[config.mk]
export PLATFORM = sky130hd
export DESIGN_NAME = arm_execute_stage
export DESIGN_NICKNAME = d
export VERILOG_FILES = /design/src/rtl/arm_execute_stage.sv
export SDC_FILE = /design/constraint.sdc
export NUM_CORES = 1
export LEC_CHECK = 0
export ABC_AREA = 0
export CAP_MARGIN = 40
export CORE_MARGIN = 5
export CORE_UTILIZATION = 42
export DETAILED_ROUTE_END_ITERATION = 10
export GPL_TIMING_DRIVEN = 0
export PLACE_DENSITY = 0.75
export SYNTH_ARGS = -nofsm -noshare
export SYNTH_HDL_FRONTEND = slang
export SYNTH_SLANG_ARGS = --single-unit
[constraint.sdc]
create_clock -name clk -period 8 [get_ports clk]
set_input_delay 1.6 -clock clk [delete_from_list [all_inputs] [get_ports clk]]
set_output_delay 1.6 -clock clk [all_outputs]
set_load 0.05 [all_outputs]
[src/rtl/arm_execute_stage.sv]
// ARM data-processing execute stage: condition check against the registered NZCV flags,
// ALU op with flag update, and a single registered result slot using a valid/ready handshake.
module arm_execute_stage #(
   parameter logic [3:0] FLAGS_RESET = 4'b0000
) (
   input  logic        clk,
   input  logic        reset,
   input  logic        in_valid,
   output logic        in_ready,
   input  logic [31:0] src_a,
   input  logic [31:0] src_b,
   input  logic [3:0]  alu_op,
   input  logic        set_flags,
   input  logic [3:0]  cond,
   input  logic [3:0]  rd,
   output logic        out_valid,
   input  logic        out_ready,
   output logic [31:0] out_result,
   output logic [3:0]  out_rd,
   output logic        out_write,
   output logic [3:0]  flags
);

   typedef enum logic [3:0] {
      OP_AND, OP_EOR, OP_SUB, OP_RSB, OP_ADD, OP_ADC, OP_SBC, OP_RSC,
      OP_TST, OP_TEQ, OP_CMP, OP_CMN, OP_ORR, OP_MOV, OP_BIC, OP_MVN
   } alu_op_e;

   typedef enum logic [3:0] {
      CC_EQ, CC_NE, CC_CS, CC_CC, CC_MI, CC_PL, CC_VS, CC_VC,
      CC_HI, CC_LS, CC_GE, CC_LT, CC_GT, CC_LE, CC_AL, CC_NV
   } cond_e;

   logic        valid_q, valid_d;
   logic [31:0] result_q, result_d;
   logic [3:0]  rd_q, rd_d;
   logic        write_q, write_d;
   logic [3:0]  flags_q, flags_d;

   alu_op_e     op;
   cond_e       cc;
   logic        fn, fz, fc, fv;
   logic        pass, is_test, is_arith, accept;
   logic [31:0] add_x, add_y, res;
   logic        add_cin;
   logic [32:0] sum;
   logic [3:0]  nzcv;

   assign op = alu_op_e'(alu_op);
   assign cc = cond_e'(cond);
   assign {fn, fz, fc, fv} = flags_q;

   always_comb begin
      pass = 1'b0;
      unique case (cc)
         CC_EQ: pass = fz;
         CC_NE: pass = !fz;
         CC_CS: pass = fc;
         CC_CC: pass = !fc;
         CC_MI: pass = fn;
         CC_PL: pass = !fn;
         CC_VS: pass = fv;
         CC_VC: pass = !fv;
         CC_HI: pass = fc & !fz;
         CC_LS: pass = !fc | fz;
         CC_GE: pass = (fn == fv);
         CC_LT: pass = (fn != fv);
         CC_GT: pass = !fz & (fn == fv);
         CC_LE: pass = fz | (fn != fv);
         CC_AL: pass = 1'b1;
         CC_NV: pass = 1'b0;
      endcase
   end

   // Every arithmetic op is folded onto one 33-bit adder: x + y + cin.
   always_comb begin
      add_x    = src_a;
      add_y    = src_b;
      add_cin  = 1'b0;
      is_arith = 1'b1;
      res      = '0;
      unique case (op)
         OP_ADD, OP_CMN: ;
         OP_ADC:         add_cin = fc;
         OP_SUB, OP_CMP: begin add_y = ~src_b; add_cin = 1'b1; end
         OP_SBC:         begin add_y = ~src_b; add_cin = fc;   end
         OP_RSB:         begin add_x = src_b; add_y = ~src_a; add_cin = 1'b1; end
         OP_RSC:         begin add_x = src_b; add_y = ~src_a; add_cin = fc;   end
         default:        is_arith = 1'b0;
      endcase
      sum = {1'b0, add_x} + {1'b0, add_y} + {32'b0, add_cin};
      unique case (op)
         OP_AND, OP_TST: res = src_a & src_b;
         OP_EOR, OP_TEQ: res = src_a ^ src_b;
         OP_ORR:         res = src_a | src_b;
         OP_MOV:         res = src_b;
         OP_BIC:         res = src_a & ~src_b;
         OP_MVN:         res = ~src_b;
         default:        res = sum[31:0];
      endcase
      nzcv[3] = res[31];
      nzcv[2] = (res == '0);
      nzcv[1] = is_arith ? sum[32] : fc;
      nzcv[0] = is_arith ? ((add_x[31] == add_y[31]) & (sum[31] != add_x[31])) : fv;
   end

   assign is_test  = op inside {OP_TST, OP_TEQ, OP_CMP, OP_CMN};
   assign in_ready = !valid_q | out_ready;
   assign accept   = in_valid & in_ready;

   always_comb begin
      valid_d  = valid_q;
      result_d = result_q;
      rd_d     = rd_q;
      write_d  = write_q;
      flags_d  = flags_q;
      if (accept) begin
         valid_d  = 1'b1;
         result_d = res;
         rd_d     = rd;
         write_d  = pass & !is_test;
         if (pass & (set_flags | is_test)) flags_d = nzcv;
      end else if (valid_q & out_ready) begin
         valid_d = 1'b0;
      end
   end

   always_ff @(posedge clk) begin
      if (reset) begin
         valid_q  <= 1'b0;
         result_q <= '0;
         rd_q     <= '0;
         write_q  <= 1'b0;
         flags_q  <= FLAGS_RESET;
      end else begin
         valid_q  <= valid_d;
         result_q <= result_d;
         rd_q     <= rd_d;
         write_q  <= write_d;
         flags_q  <= flags_d;
      end
   end

   assign out_valid  = valid_q;
   assign out_result = result_q;
   assign out_rd     = rd_q;
   assign out_write  = write_q;
   assign flags      = flags_q;

endmodule

# After elaboration in Yosys (flattened, before gate mapping)
# Index checks and enable logic that the tools add are counted.
dict set report totals {
  reg_bits 42
  input_bits 81
  out_inout_bits 43
}
dict set report op_classes {
  addsub 2
  n_eq_ne 34
  mux 8
  bitwise_logic 17
  n_reduce_logical 20
}
# cell count
set ops {}
lappend ops {{32-bit one-hot mux with 6 select lines} 1}
lappend ops {{32-bit bitwise AND} 2}
lappend ops {{4-bit equality test, second input constant} 16}
lappend ops {{32-bit NOT} 2}
lappend ops {{32-bit one-hot mux with 2 select lines} 1}
lappend ops {{32-bit by 32-bit adder with 33-bit output} 1}
lappend ops {{33-bit by 1-bit adder with 33-bit output} 1}
lappend ops {{4-bit by 3-bit equality test with 1-bit output, second input constant} 8}
lappend ops {{32-bit zero test} 1}
lappend ops {{32-bit two-way mux} 1}
lappend ops {{32-bit OR} 1}
lappend ops {{32-bit bitwise XOR} 1}
lappend ops {{4-bit by 2-bit equality test with 1-bit output, second input constant} 4}
lappend ops {{1-bit one-hot mux with 16 select lines} 1}
lappend ops {{3-bit OR reduction} 3}
lappend ops {{4-bit by 1-bit equality test with 1-bit output, second input constant} 2}
lappend ops {{4-bit zero test} 2}
lappend ops {{8-bit OR reduction} 1}
lappend ops {{1-bit bitwise AND} 7}
lappend ops {{1-bit zero test} 6}
lappend ops {{2-bit OR reduction} 3}
lappend ops {{1-bit OR} 4}
lappend ops {{4-bit nonzero test} 1}
lappend ops {{1-bit two-way mux} 3}
lappend ops {{6 further kinds} 8}

# Logic depth before layout (Yosys ltp)
# Gate-level depths: netlist of run 1.
dict set report logic_depth {
  ltp_word 7
  depth_mapped 22
  ltp_nobuf 18
}

# Worst setup path before layout of run 1
# No wires, ideal clock.
dict set report synth_timing {
  path_kind {input port to flip-flop}
  startpoint {input port alu_op[2]}
  endpoint {register flags_q[2], in the netlist flags[2]}
  setup_time_ns 0.059
  t_arrival_ns 5.862
  required_time_ns 7.941
  setup_slack_ns 2.079
  path_stages 21
  path_buffers 4
  path_cell_list {buf_2 > and2_1 > buf_2 > clkbuf_1 > o31ai_1 > clkbuf_1 > nor2_1 > a211oi_1 > fa_1 > inv_1 > fa_1 > a211oi_1 > o21ai_1 > o2111ai_1 > nand3_2 > o31ai_4 > o21ai_1 > mux2i_1 > a2111oi_2 > and4_1 > a31o_1}
}
dict set report synth_via {
  elab_chain_len 7
  word_cells_on_any_way 32
  classes_between {add/sub: 2; eq/ne: 14; mux: 4; bitwise: 2; reduce/logical: 10}
}
# item line_no
set synth_lines {}
lappend synth_lines {{start, declared} 12} ;# input logic [3:0] alu_op,
lappend synth_lines {{4-bit equality test, or another cell as far along} {82, 107}}
lappend synth_lines {{3-bit OR reduction (no line) or 2-bit OR reduction (tied branches)} --}
lappend synth_lines {{32-bit one-hot mux with 2 select lines or 32-bit two-way mux (tied branches)} 82} ;# unique case (op)
lappend synth_lines {{32-bit by 32-bit adder with 33-bit output} 91} ;# sum = {1'b0, add_x} + {1'b0, add_y} + {32'b0, add_cin};
lappend synth_lines {{33-bit by 1-bit adder with 33-bit output} 91}
lappend synth_lines {{32-bit one-hot mux with 6 select lines} 92} ;# unique case (op)
lappend synth_lines {{32-bit zero test} 102} ;# nzcv[2] = (res == '0);
lappend synth_lines {{end signal, assigned} 140} ;# flags_q <= flags_d;
lappend synth_lines {{end, declared} 38} ;# logic [3:0] flags_q, flags_d;
# Several ways; a longest one is shown, not always the timed one.
# A chain may end at the register's enable or synchronous reset.

# Worst setup path after layout of run 1
# Ends and elaborated chain as after synthesis.

==> results of run 1 <==
==> final timing paths <==
| check | slack [ns] | depth (start not counted) | to |
|---|---|---|---|
| min | 0.45 | 2 | out_rd[3] |
| min reg2reg | 0.45 | 2 | out_rd[3] |
| max | 0.48 | 22 | flags[2] |
| max reg2reg | 3.71 | 16 | flags[2] |
==> critical path: stages <==
cell             delay (ns)
clkdlybuf4s50_1        0.41
buf_2                  0.19
and2_1                 0.16
buf_2                  0.18
clkbuf_1               0.39
o31ai_2                0.61
clkbuf_1               0.46
nor2_1                 0.08
a211oi_1               0.29
fa_1                   0.26
inv_1                  0.07
fa_1                   0.49
a211oi_1               0.24
o21ai_1                0.23
o2111ai_1              0.39
nand3_2                0.19
o31ai_4                0.30
o21ai_1                0.14
mux2i_1                0.15
a2111oi_2              0.49
and4_1                 0.26
a31o_1                 0.14
==> per-layer routing <==
layer,wire length (um),global-route usage,vias up,part of all wire
li1,-,-,4041,-
met1,12000,0.381,3911,0.43
met2,11800,0.427,515,0.43
met3,2840,0.0414,81,0.10
met4,1030,0.100,0,0.037
met5,0,0,-,0
==> sequential cells by signal, indices dropped and copies added, names as in the netlist <==
register,count
out_valid,1
out_result,32
flags,4
out_rd,4
out_write,1
==> report_power, final <==
group / internal [mW] / total [mW] / leakage [nW] / switching, mW
logic: 0.280 / 0.750 / 3.12 / 0.470
registers: 0.229 / 0.241 / 0.347 / 0.0112
clock network: 0.154 / 0.227 / 0.0829 / 0.0732
total: 0.663 / 1.22 / 3.55 / 0.554
==> through the flow <==
step	setup WS, ns	utilization
finish	0.481	0.534
global route	0.159	0.534
CTS	0.331	0.533
detailed placement	0.0656	0.523
global placement	0.0994	0.523
floorplan	2.08	-
==> layout make-up <==
class	instances	area, sq um
well taps	216	270
fillers	1669	7460
inverters	74	278
flip-flops and latches	42	841
clock buffers	6	139
plain buffers	70	325
repair buffers	121	1210
clock inverters	1	30.0
multi-input cells	862	5450
==> cell usage in the layout, fill, tap and decap left out, types with 14 or more instances in the layout <==
cell type and count:
xor2_1 18, clkdlybuf4s50_1 120, o21ai_0 146, buf_2 23, nand3_1 16, a211oi_1 24, inv_1 71, clkbuf_1 35
xnor2_1 30, nor3_1 24, nor2_1 99, ha_1 63, a21o_1 14, a31oi_1 18, nand2_1 144, a21oi_1 74
dfxtp_1 42
==> kinds of logic (layout without fill, tap and decap cells) <==
family                     count (synthesis)  in the layout  share of synthesized area
AOI/OAI and AO/OA                        390            390                      0.362
DFF                                       42             42                      0.122
adders and majority gates                 65             65                      0.120
and+or+nand+nor                          346            346                      0.228
muxes                                     13             13                     0.0191
buffers and inverters                    144            272                     0.0875
xor gates and xnor gates                  48             48                     0.0610
==> metrics.txt, run 1 <==
status completed; CP required 8.22 ns; Seq cells post-synth 42; WL final 27700 um; nature of the critical path startpoint input pin; post-detail-place hpwl 21700 um; Post-CTS Setup Bufs 0; Synth area leader dfxtp_1; largest net degree at the start of global routing 13; clock buffer count from CTS 5; RSZ-0062 raised after global routing false; minimum clock period 7.52 ns; Non-Filler Instances 1392; H-tree levels 2; top-area cell type share of the netlist area 0.122; Synth-to-Final Area Change 23.9%; clock skew 0.00386 ns; layout cells sized above 1 0.0544; detailed-route via count 8548; Pre-antenna DRT Iters 6; WL per Instance 19.9 um; asr flop ratio synth 0; starting density of the core 0.431; first-pass GRT wire length 43000 um; Final Max Tran Viols 0; vias in the first global route 7817; DRT iter0 DRCs 1038; Arrival @ worst endpoint 7.74 ns; clock latency on the worst-skew pair 0.28 ns; worst rel slew slack 0.353; PwrDens 143 nW/um^2; clk sinks 42; Least-Margin Pin Slew 0.959 ns; CTS max path bufs 2; Rows 46; IO Pins 124; critical path type in2reg; Top FF cell, synth dfxtp_1; die area 19100 sq um; VDD IR-drop max 0.0830 mV; vias per std cell 6.14; HP Class reg2reg; final worst-path cycle share 0.940; Synth area leaders dfxtp_1 (12%), ha_1 (11%), o21ai_0 (11%); hold_ws 0.455 ns; die width 138 um; core area 16000 sq um; antenna violations before repair 0; cells after synthesis 1048; routability cong. 1.01; Inst Count DP 1384; Critical Path End Type flop; Lkg Pwr 3.55 nW; syn nets 1194; RR Startpoint flags[1]; top post-synthesis cells by count o21ai_0 (146), nand2_1 (144), nor2_1 (99); GRT Util Overall 0.273; Avg Inst Size Synth 6.58 sq um; die height 138 um; most frequent cell after synthesis o21ai_0; post_cts resized 0; DRT antenna net count 0; max_cap viols 0; nets 1322; fin area 8540 sq um; total power 1.22 mW; Hold Fails Final Rpt 0; Post-CTS Hold Buffers 0; clock root cell clkbuf_16; CTS tree built; Syn. warnings 0; synth unique cells 84; Post-synth EDFFs 0; register area share after synthesis 0.122; Fin Setup TNS 0 ns; placed inst area 8360 sq um; Post-Syn Area 6890 sq um; worst-path maximum fanout 10; drt drc 0; Final setup viols 0; min-delay src out_rd[3]; Port Buffers 120; global route total overflow 0; crit path from alu_op[2]; Inserted Diodes 0; Peak Freq 0.133 GHz; Reg clk slew, reported paths 0.06 ns
Note: power is estimated with default switching activity, not from simulation.
==> run 2: changes to the inputs <==
- CORE_MARGIN: 5 -> default
- PLACE_DENSITY: 0.75 -> 0.78
- clock period: 8 -> 6.5 ns (I/O delays scaled with it)
==> metrics.txt, run 2 (same netlist as run 1, synthesis figures left out) <==
Final Max Tran Viols 0; CTS max path bufs 2; final worst-path cycle share 0.949; Lkg Pwr 3.61 nW; GRT Util Overall 0.321; CP required 6.73 ns; DRT antenna net count 0; Least-Margin Pin Slew 0.967 ns; Hold Fails Final Rpt 0; global route total overflow 0; most frequent cells in the layout o21ai_0 (146), nand2_1 (144), clkdlybuf4s50_1 (119); Comb pwr share 0.620; antenna violations before repair 1; Arrival @ worst endpoint 6.40 ns; IO Pins 124; nature of the critical path startpoint input pin; Peak Freq 0.162 GHz; vias in the first global route 7720; Clock Power Share 0.185; total power 1.52 mW; post-detail-place hpwl 21100 um; status completed; CP max stage cell clkbuf_1; Reg clk slew, reported paths 0.06 ns; Fin Setup TNS 0 ns; WL per Instance 19.6 um; DRT iter0 DRCs 860; die width 130 um; final core occ 0.544; Critical Path End Type flop; placed inst area 8370 sq um; clock root cell clkbuf_16; vias per std cell 6.12; Final setup viols 0; Post-CTS Hold Buffers 0; first-pass GRT wire length 41500 um; sequential share of power 0.195; switch share 0.461; Pre-antenna DRT Iters 7; max_cap viols 0; CTS tree built; critical path's largest stage delay 0.60 ns; worst path cell trace clkdlybuf4s50_1 -> buf_2 -> and2_1 -> clkbuf_4 -> o31ai_4 -> clkbuf_1 -> nand2_1 -> o21ai_0 -> o21ai_0 -> ha_1 -> buf_2 -> a21oi_1 -> o21a_1 -> o221ai_1 -> or3_1 -> a31oi_1 -> nor3b_1 -> nand4_1 -> nor4_1 -> a31o_1; Non-Filler Instances 1395; die height 130 um; layout cells sized above 1 0.0670; drt drc 0; clock latency on the worst-skew pair 0.28 ns; HP Class reg2reg; filler cell count 1560; Synth-to-Final Area Change 25.8%; minimum clock period 6.17 ns; RSZ-0062 raised after global routing false; critical path type in2reg; PwrDens 175 nW/um^2; Int Pwr 0.817 mW; die area 16900 sq um; Port Buffers 120; routability cong. 0.989; detailed-route via count 8539; max reg flops 32; starting density of the core 0.432; nets 1324; worst-path maximum fanout 16; fin area 8670 sq um; net switching power 0.700 mW; Rows 46; clock skew 0.00489 ns; VDD IR-drop max 0.157 mV; Inst Count DP 1385; clock buffer count from CTS 5; H-tree levels 2; largest net degree at the start of global routing 17; worst rel slew slack 0.355; Inserted Diodes 0; core area 15900 sq um; most common cell after layout, fill and taps aside o21ai_0; WL final 27400 um; clk sinks 42
-- run 2: layer usage --
layer  vias to the layer above  GRT usage  part of all wire
met5                         -          0           0.00040
met3                        72     0.0800              0.12
met2                       483      0.504              0.43
met1                      3936      0.415              0.42
met4                         2      0.141             0.038
li1                       4046          -                 -
-- run 2: cell type report --
| cell class | count | area (sq um) | share of cell area |
|---|---|---|---|
| buffer | 66 | 322 | 0.0371 |
| clock buffer | 6 | 129 | 0.0149 |
| clock inverter | 2 | 37.5 | 0.00433 |
| inverter | 74 | 278 | 0.0320 |
| multi-input combinational | 862 | 5530 | 0.638 |
| sequential | 42 | 841 | 0.0970 |
| tap | 216 | 270 | 0.0312 |
| timing repair buffer | 127 | 1260 | 0.145 |
-- run 2: power groups by stage --
stage	Sequential (mW)	Clock [mW]	Combinational, mW
2_1_floorplan	0.384	0	0.523
3_3_place_gp	0.300	0	0.888
3_5_place_dp	0.301	0	0.897
4_1_cts	0.296	0.281	0.905
5_1_grt	0.299	0.291	1.02
6_report	0.296	0.280	0.940
-- run 2: final timing paths --
check / start / endpoint / slack [ns] / cells past startpoint
worst min-delay path: out_result[26] / out_result[26] / 0.45 / 2
worst max register to register: flags[1] / flags[2] / 2.36 / 17
worst max-delay path: alu_op[2] / flags[2] / 0.33 / 20
worst min register to register: out_result[26] / out_result[26] / 0.45 / 2
-- run 2: critical path, delay by kind of cell --
kind	cells	cell delay (ns)
compound gates	8	1.81
fa+ha+maj	1	0.30
buf+inv	5	1.64
simple gates	6	1.33
-- run 2: timing repair --
action / 4_1_cts / 5_1_grt
hold endpoints to repair: 0 / 0
resized for setup: 8 / 14
gates cloned: 0 / 0
buffers inserted: 0 / 5
setup endpoints to repair: 8 / 4
pin swaps: 0 / 4
-- run 2: stage by stage --
step           setup WS, ns  hold WS [ns]
4_1_cts              0.0533         0.454
3_5_place_dp          -1.09         0.445
2_1_floorplan         0.879         0.675
3_3_place_gp          -1.13         0.442
6_report              0.333         0.452
5_1_grt              0.0477         0.469
==> run 3: changes to the inputs <==
- ABC_AREA: 0 -> default
- RECOVER_POWER: default -> 50
==> metrics.txt, run 3 (same netlist as run 1, synthesis figures left out) <==
most common cell after layout, fill and taps aside o21ai_0; DRT iter0 DRCs 968; worst path cell trace clkdlybuf4s50_1 -> buf_2 -> and2_1 -> clkbuf_4 -> o31ai_4 -> clkbuf_1 -> nand2_1 -> o21ai_0 -> o21ai_0 -> ha_1 -> buf_2 -> a21oi_1 -> o21a_1 -> o221ai_1 -> or3_1 -> a31oi_1 -> nor3b_1 -> nand4_1 -> nor4_1 -> a31o_1; CP required 6.73 ns; nature of the critical path startpoint input pin; RSZ-0062 raised after global routing false; Peak Freq 0.161 GHz; vias in the first global route 7720; total power 1.51 mW; Worst Path Buf+Inv 5; filler cell count 1560; die area 16900 sq um; area of the multi-input gates 5530 sq um; VDD IR-drop max 0.156 mV; starting density of the core 0.432; CTS max path bufs 2; first-pass GRT wire length 41500 um; Reg clk slew, reported paths 0.06 ns; GRT Util Overall 0.321; Seq. cell area 841 sq um; Synth-to-Final Area Change 25.8%; Inst Count DP 1385; layout cells sized above 1 0.0670; max_cap viols 0; CP max stage cell clkbuf_1; die height 130 um; Non-Filler Instances 1395; global route total overflow 0; Final Max Tran Viols 0; clock buffer count from CTS 5; Critical Path End Type flop; worst-path maximum fanout 16; core area 15900 sq um; Lkg Pwr 3.71 nW; most frequent cells in the layout o21ai_0 (146), nand2_1 (144), nor2_1 (99); clock latency on the worst-skew pair 0.28 ns; clk sinks 42; antenna violations before repair 1; clock root cell clkbuf_16; Port Buffers 120; largest net degree at the start of global routing 17; die width 130 um; Final setup viols 0; routability cong. 0.989; clock skew 0.00661 ns; critical path's largest stage delay 0.59 ns; Pre-antenna DRT Iters 5; dpl ws -1.09 ns; status completed; HP Class reg2reg; worst setup margin 0.284 ns; Top delay family on crit path compound AO/OA/AOI/OAI gates; PwrDens 174 nW/um^2; minimum clock period 6.22 ns; worst rel slew slack 0.362; vias per std cell 6.15; Hold Fails Final Rpt 0; critical path type in2reg; WL per Instance 19.6 um; detailed-route via count 8578; post-detail-place hpwl 21100 um; final worst-path cycle share 0.956; Least-Margin Pin Slew 0.958 ns; drt drc 0; WL final 27400 um; nets 1324; CTS tree built; Arrival @ worst endpoint 6.45 ns; placed inst area 8370 sq um; IO Pins 124; H-tree levels 2; Inserted Diodes 0; Rows 46; max reg flops 32; fin area 8670 sq um; DRT antenna net count 0
run 3: changes by cell type in the layout (fill, tap and decap cells not counted), sizes merged:
cell           delta
dlygate4sd3      +41
clkdlybuf4s50    -41
run 3: what timing repair did:
item,CTS,global route
gates resized for setup,8,14
hold buffers,0,0
gates cloned,0,0
setup buffers,0,5
pin swaps,0,4
setup endpoints to repair,8,4
run 3: per-stage QoR:
step | setup TNS, ns | utilization | hold slack [ns]
4_1_cts | 0 | 0.537 | 0.454
2_1_floorplan | 0 | - | 0.675
3_3_place_gp | -5.98 | 0.525 | 0.442
6_report | 0 | 0.544 | 0.449
5_1_grt | 0 | 0.544 | 0.467
3_5_place_dp | -6.70 | 0.525 | 0.445
run 3: worst register-to-register path, stage by stage (launching register included):
cell	delay, ns
dfxtp_1	0.44
a21oi_1	0.18
nor2_1	0.05
a21oi_1	0.20
fa_1	0.23
inv_1	0.06
fa_1	0.51
a21o_1	0.19
a21oi_1	0.20
xnor2_1	0.09
a2111oi_1	0.43
clkbuf_2	0.24
a21boi_0	0.21
nand4b_1	0.20
nor4_4	0.34
nand4_1	0.16
nor4_1	0.21
a31o_1	0.17
run 3: area by class of cell:
type	instances	area share
Timing Repair Buffer	127	0.145
Clock buffer	6	0.0149
Tap cell	216	0.0312
Multi-Input combinational cell	862	0.638
Buffer	66	0.0371
Inverter	74	0.0320
Sequential cell	42	0.0970
Clock inverter	2	0.00433
run 3: per-layer routing:
layer,track usage,vias up,part of all wire
li1,-,4050,-
met1,0.415,3950,0.42
met2,0.504,496,0.43
met3,0.0800,80,0.12
met4,0.141,2,0.040
met5,0,-,0.00040
run 3: worst paths after layout:
path / startpoint / to / slack [ns] / cells after the start
max reg2reg: flags[1] / flags[2] / 2.34 / 17
max: alu_op[2] / flags[2] / 0.28 / 20
min reg2reg: out_result[26] / out_result[26] / 0.45 / 2
min: out_result[26] / out_result[26] / 0.45 / 2
run 3: report_power, final:
| group | switching [mW] | total (mW) | leakage [nW] | internal [mW] |
|---|---|---|---|---|
| clock | 0.0983 | 0.280 | 0.0771 | 0.181 |
| combinational | 0.587 | 0.933 | 3.29 | 0.345 |
| sequential | 0.0131 | 0.295 | 0.347 | 0.282 |
